File: src/rtl/cache_mem_arbiter.sv
// cache_mem_arbiter
//   Shares one line-wide memory port between the I$ (read-only line fills)
//   and the D$ (line fills and line writes). One transaction is outstanding
//   at a time. The grant is held until memory signals completion. Round-robin
//   on contention uses lastGrant.
//
// Ports
//   clk, rstN                      clock, asynchronous active-low reset
//   icacheReadEnable/icacheAddr    I$ fill request and line address
//   icacheReadDone/icacheReadValue I$ fill completion pulse and data
//   dcacheReadEnable/WriteEnable   D$ fill / write requests
//   dcacheAddr/dcacheWriteValue    D$ line address and write line
//   dcacheReadDone/WriteDone       D$ completion pulses
//   dcacheReadValue                D$ fill data
//   memAddr/memWriteValue          registered line address and write line
//   memReadEnable/memWriteEnable   decoded from the registered state
//   memReadValue/ReadDone/WriteDone memory read data and completion pulses
module cache_mem_arbiter #(
  parameter int unsigned MemAddrWidth = 30,
  parameter int unsigned LineWidth    = 128
) (
  input  logic                    clk,
  input  logic                    rstN,
  input  logic                    icacheReadEnable,
  input  logic [MemAddrWidth-1:0] icacheAddr,
  output logic                    icacheReadDone,
  output logic [LineWidth-1:0]    icacheReadValue,
  input  logic                    dcacheReadEnable,
  input  logic                    dcacheWriteEnable,
  input  logic [MemAddrWidth-1:0] dcacheAddr,
  input  logic [LineWidth-1:0]    dcacheWriteValue,
  output logic                    dcacheReadDone,
  output logic                    dcacheWriteDone,
  output logic [LineWidth-1:0]    dcacheReadValue,
  output logic [MemAddrWidth-1:0] memAddr,
  output logic                    memReadEnable,
  output logic                    memWriteEnable,
  output logic [LineWidth-1:0]    memWriteValue,
  input  logic [LineWidth-1:0]    memReadValue,
  input  logic                    memReadDone,
  input  logic                    memWriteDone
);

  typedef enum logic [1:0] {
    StIdle,
    StICacheRead,
    StDCacheRead,
    StDCacheWrite
  } state_e;

  typedef enum logic {
    GrantI,
    GrantD
  } grant_e;

  state_e                  state_q, state_d;
  grant_e                  last_grant_q, last_grant_d;
  logic [MemAddrWidth-1:0] mem_addr_q, mem_addr_d;
  logic [LineWidth-1:0]    mem_wval_q, mem_wval_d;
  logic                    dcache_req;
  logic                    pick_dcache;

  always_comb begin
    state_d      = state_q;
    last_grant_d = last_grant_q;
    mem_addr_d   = mem_addr_q;
    mem_wval_d   = mem_wval_q;
    dcache_req   = dcacheReadEnable | dcacheWriteEnable;
    // D$ wins when it is the only requester, or on contention when I$ had
    // the previous grant.
    pick_dcache  = dcache_req & (~icacheReadEnable | (last_grant_q == GrantI));

    unique case (state_q)
      StIdle: begin
        if (pick_dcache) begin
          last_grant_d = GrantD;
          mem_addr_d   = dcacheAddr;
          // A simultaneous D$ read stays pending and re-arbitrates later.
          if (dcacheWriteEnable) begin
            state_d    = StDCacheWrite;
            mem_wval_d = dcacheWriteValue;
          end else begin
            state_d    = StDCacheRead;
          end
        end else if (icacheReadEnable) begin
          state_d      = StICacheRead;
          last_grant_d = GrantI;
          mem_addr_d   = icacheAddr;
        end
      end
      StICacheRead, StDCacheRead: begin
        if (memReadDone) state_d = StIdle;
      end
      StDCacheWrite: begin
        if (memWriteDone) state_d = StIdle;
      end
      default: state_d = StIdle;
    endcase
  end

  always_ff @(posedge clk or negedge rstN) begin
    if (!rstN) begin
      state_q      <= StIdle;
      last_grant_q <= GrantD;
      mem_addr_q   <= '0;
      mem_wval_q   <= '0;
    end else begin
      state_q      <= state_d;
      last_grant_q <= last_grant_d;
      mem_addr_q   <= mem_addr_d;
      mem_wval_q   <= mem_wval_d;
    end
  end

  assign memAddr         = mem_addr_q;
  assign memWriteValue   = mem_wval_q;
  assign memReadEnable   = (state_q == StICacheRead) | (state_q == StDCacheRead);
  assign memWriteEnable  = (state_q == StDCacheWrite);

  assign icacheReadDone  = (state_q == StICacheRead)  & memReadDone;
  assign dcacheReadDone  = (state_q == StDCacheRead)  & memReadDone;
  assign dcacheWriteDone = (state_q == StDCacheWrite) & memWriteDone;

  assign icacheReadValue = memReadValue;
  assign dcacheReadValue = memReadValue;

endmodule

File: config.mk
export PLATFORM = sky130hd
export DESIGN_NAME = cache_mem_arbiter
export DESIGN_NICKNAME = d
export VERILOG_FILES = /design/src/rtl/cache_mem_arbiter.sv
export SDC_FILE = /design/constraint.sdc
export NUM_CORES = 1
export LEC_CHECK = 0
export ABC_AREA = 1
export CORE_AREA = 2 2 288 290
export CTS_BUF_LIST = sky130_fd_sc_hd__clkbuf_4 sky130_fd_sc_hd__clkbuf_8
export CTS_CLUSTER_DIAMETER = 40
export DETAILED_ROUTE_END_ITERATION = 8
export DIE_AREA = 0 0 290 292
export PLACE_DENSITY = 0.34
export SYNTH_ARGS = -nofsm -noshare
export SYNTH_HDL_FRONTEND = slang
export SYNTH_SLANG_ARGS = --single-unit
File: constraint.sdc
create_clock -name clk -period 1.7 [get_ports clk]
set_input_delay 0.255 -clock clk [delete_from_list [all_inputs] [get_ports clk]]
set_output_delay 0.255 -clock clk [all_outputs]
set_load 0.1 [all_outputs]
Word level (Yosys, flattened, before mapping). Index checks and enable logic that the tools add are counted.

Register bits after elaboration: 161. Logic and storage cells: 35.

Reduce and logical (&&, ||, !) cells: 6. Mux-type cells: 10. Eq/ne operators: 6. Bitwise operators: 9.

Operators by type and width (number): $mux 30 (2); $mux 2 (4); $pmux 2 s3 (1); $reduce_and 3->1 (2); $and 1x1->1 (4); $eq 2x2->1 const B (2); $mux 1 (3); $ne 3x3->1 const B (1); $or 1x1->1 (3); $eq 2x1->1 const B (1); $logic_not 2->1 (1); $ne 2x1->1 const B (1); $ne 2x2->1 const B (1); $not 1->1 (2); $reduce_and 2->1 (1); $reduce_bool 2->1 (1); $reduce_or 2->1 (1).

Logic depth before layout (Yosys ltp).
Depth in word-level cells: 5. Gate-level depth with buffers: 8.

Worst setup path before layout. OpenSTA, ideal clock, no wires.

Path kind: register -> output. Start point: register state_q[0]. End point: output port dcacheWriteDone. Arrival: 1.922 ns. Slack: -0.477 ns. Buffers on the path: 0. Cell stages (with the launch flop): 4. Cell sequence: dfrtp_1 -> ha_1 -> nand2_1 -> inv_1.

Cells in the longest elaborated chain, start to end: 2.

Ends and longest elaborated chain: start, declared (line 56) `state_e state_q, state_d;`; start signal, assigned (line 103) `state_q <= StIdle;`; start signal, assigned (line 108) `state_q <= state_d;`; $eq 2x2->1; via memWriteEnable (line 37) `output logic memWriteEnable,`; $and 1x1->1 (line 122) `assign dcacheWriteDone = (state_q == StDCacheWrite) & memWriteDone;`; end, declared (line 33) `output logic dcacheWriteDone,`.

The timed path passes the listed nets, and every way through them passes these cells.

Worst setup path after layout.
Start point: register state_q[0]. End point: output port dcacheWriteDone.

Cells in the longest elaborated chain, start to end: 2.

Ends and longest elaborated chain (line): $eq 2x2->1 (122); $and 1x1->1 (122).

Every way passes these cells.

==> results.toml <==
[sta]
worst_max_slew_pin_slew_ns = 0.5935
max_slew_margin_pct = 60.43
final-hold-violation-count = 0
timing.clock.skew_ns = 0.02189
rsz0062_at_grt = "true"
min_period_ns = 1.813
finalHoldWorstSlack_ns = 0.1925
setup-violations-final = 4
fmaxAchievable_mhz = 551.6
worst_slack_ns = -0.1130
period_utilisation_layout_pct = 106.6
maxSlewViolCount = 0

[synth]
synthesis.nets = 1407
yosys_register_bits = 161
synthesis.instances = 1080
yosysUniqueCellTypes = 17
synth-seq-area-share_pct = 45.43
syn_avg_cell_area_sq_um = 8.214
number_of_warnings_printed_during_yosys_synthesis = 0
syn_area_sq_um = 8871

[floorplan]
std_cell_rows = 105
die_height_microns = 292
core_area_sq_um = 81580
start_util_pct = 10.87
pin_count = 742
die-width_microns = 290
die_area_sq_um = 84680

[clock_network]
cts_inserted_buffers = 17
cts_clock_pin_slew_for_the_worst_setup_and_hold_paths_ns = 0.09
cts_tree = "built"
cts.path.max_buffers = 2
cts-htree-levels = 4
numClockSinks = 161
clockRootBuffer = "sky130_fd_sc_hd__clkbuf_8"
clock_latency_of_the_later_clocked_register_in_the_worst_skew_pair_ns = 0.54

[critical_path]
crit_arrival_ns = 1.56
reg2reg_setup_slack_ns = 0.11
worstReg2RegEnd = "memWriteValue[40]$_DFFE_PN0P_"
critical_path_class = "reg2out"
reg2reg_depth = 7
crit_start = "state_q[0]$_DFFE_PN0P_"
crit_path_end_kind = "output pin"
cp-start-kind = "register"
critical_path.max_fanout = 3
worst_reg2reg_startpoint = "state_q[0]$_DFFE_PN0P_"
required_ns = 1.44
crit_end = "dcacheWriteDone"

[route]
route.detailed.wl_per_inst_microns = 15.96
num_vias = 7082
total_drc_errors_in_the_routed_layout = 0
vias_per_cell = 3.116
ant_nets = 0
drt_first_iter_violations = 304
drt_wl_total_microns = 36280
drtPass1Iterations = 4

[place]
total_of_buffers_placed_on_input_and_output_ports = 357
dp_worst_setup_slack_ns = -0.1588
routabilityCongestion = 0.7184
half_perimeter_wire_length_after_placement_microns = 26950

[global_route]
grt.total_usage_pct = 8.513
number_of_antenna_violations_at_the_first_check_in_global_routing = 1
grt_max_degree = 87
grt_remaining_overflow = 0
grt_pass1_wl_microns = 53100
grt_pass1_vias = 7677

[power]
ir_worst_vdd_mv = 1.322
power.density_cell_area_nw_per_um2 = 2625
power_leakage_nw = 6.502

[final_layout]
nets = 1518
sequential_cell_area_sq_um = 4030
fill_cells = 9020
share_of_layout_cells_above_drive_strength_1_pct = 21.21
multi_input_gate_area_in_the_final_layout_sq_um = 2519
synthToLayoutAreaGrowth_pct = 60.35
layout.cells.most_common = "sky130_fd_sc_hd__nand2_1"
mostFrequentLayoutCells = "sky130_fd_sc_hd__nand2_1 (359), sky130_fd_sc_hd__clkdlybuf4s50_1 (192), sky130_fd_sc_hd__buf_12 (174)"

[status]
status = "finished, violations left"
failed_checks = "setup timing"

[hold_path]
worst_hold_path_type = "in2async"

[run]
maxCapViolations = 0
per-layer routing:
| layer | GRT usage [%] | part of all wire [%] | up-vias |
|---|---|---|---|
| met5 | 0 | 0 | - |
| met2 | 14.53 | 50 | 343 |
| met1 | 8.578 | 36 | 3291 |
| li1 | - | - | 3339 |
| met4 | 4.980 | 4.5 | 0 |
| met3 | 3.859 | 9.8 | 109 |
final cells by class:
cell class	count	share of cell area, %
diodes	1	0.01759
clock buffers	19	1.794
clock inverters	11	1.091
inverters	43	1.161
multi-input cells	563	17.71
flip-flops and latches	161	28.33
well taps	1070	9.412
repair buffers	405	40.49
logic make-up (layout without fill, tap and decap cells):
family | Yosys count | count (layout) | share of synthesized area [%]
DFF | 161 | 161 | 45.43
adders and majority gates | 4 | 4 | 0.5642
AOI/OAI and AO/OA | 1 | 1 | 0.05636
and+or+nand+nor | 558 | 558 | 27.26
other | 0 | 1 | 0
buffers and inverters | 356 | 478 | 26.69
where the power goes:
| group | switching (mW) | internal [mW] |
|---|---|---|
| logic | 17.4 | 9.02 |
| clock network | 1.77 | 1.51 |
| registers | 2.00 | 5.64 |
| total | 21.2 | 16.2 |
worst min path at each step:
| stage | start | end | slack, ns | depth (start not counted) |
|---|---|---|---|---|
| detailed placement | rstN | memAddr[9]$_DFFE_PN0P_ | 0.19 | 1 |
| CTS | rstN | memAddr[9]$_DFFE_PN0P_ | 0.13 | 2 |
| global route | rstN | memAddr[9]$_DFFE_PN0P_ | 0.16 | 2 |
| finish | rstN | memAddr[11]$_DFFE_PN0P_ | 0.19 | 2 |
| floorplan | rstN | memAddr[0]$_DFFE_PN0P_ | -0.04 | 0 |
| global placement | rstN | memAddr[9]$_DFFE_PN0P_ | 0.18 | 1 |
cells in the mapped netlist:
master | number | area (sq um)
sky130_fd_sc_hd__nand3_1 | 161 | 805.8
sky130_fd_sc_hd__dfrtp_1 | 160 | 4004
sky130_fd_sc_hd__buf_4 | 268 | 2012
sky130_fd_sc_hd__buf_6 | 1 | 11.26
sky130_fd_sc_hd__nand2_1 | 362 | 1359
sky130_fd_sc_hd__o21ai_0 | 1 | 5.000
sky130_fd_sc_hd__clkbuf_1 | 30 | 112.6
sky130_fd_sc_hd__buf_2 | 14 | 70.07
sky130_fd_sc_hd__nand3b_1 | 30 | 225.2
sky130_fd_sc_hd__nor2_2 | 1 | 6.260
sky130_fd_sc_hd__nand4_1 | 2 | 12.51
sky130_fd_sc_hd__dfstp_2 | 1 | 26.28
sky130_fd_sc_hd__inv_1 | 42 | 157.7
sky130_fd_sc_hd__ha_1 | 4 | 50.05
sky130_fd_sc_hd__inv_2 | 1 | 3.750
sky130_fd_sc_hd__nand2_2 | 1 | 6.260
sky130_fd_sc_hd__nor2_1 | 1 | 3.750
flip-flops by register name (all words and copies together), names as in the netlist:
name,cells
memWriteValue,128
memAddr,30
state_q,2
last_grant_q,1
stage by stage:
stage / utilization [%] / setup TNS [ns] / std cells / total power, mW / instance area (sq um)
final: 17.44 / -0.2869 / 2273 / 37.33 / 14220
after CTS: 17.38 / -0.7736 / 2271 / 37.97 / 14180
after floorplan: - / -0.01021 / 1080 / 25.69 / 8880
after global routing: 17.44 / -0.8546 / 2273 / 39.07 / 14220
after detailed placement: 16.82 / -13.68 / 2240 / 34.28 / 13720
after global placement: 16.82 / -15.52 / 2240 / 34.29 / 13720
repair_timing:
item,CTS,global route
endpoints found under the setup margin,5,15
endpoints found under the hold margin,160,0
pin swaps,1,1
resized for setup,10,4
cloned,0,1
hold buffers,1,0
setup buffers,0,0
critical path: stages, from the launching register on:
cell                         delay, ns
sky130_fd_sc_hd__dfrtp_1          0.40
sky130_fd_sc_hd__buf_6            0.13
sky130_fd_sc_hd__ha_4             0.18
sky130_fd_sc_hd__nand2_4          0.06
sky130_fd_sc_hd__clkinvlp_4       0.09
sky130_fd_sc_hd__buf_12           0.17
No activity file was read; power rests on OpenSTA's default activity.
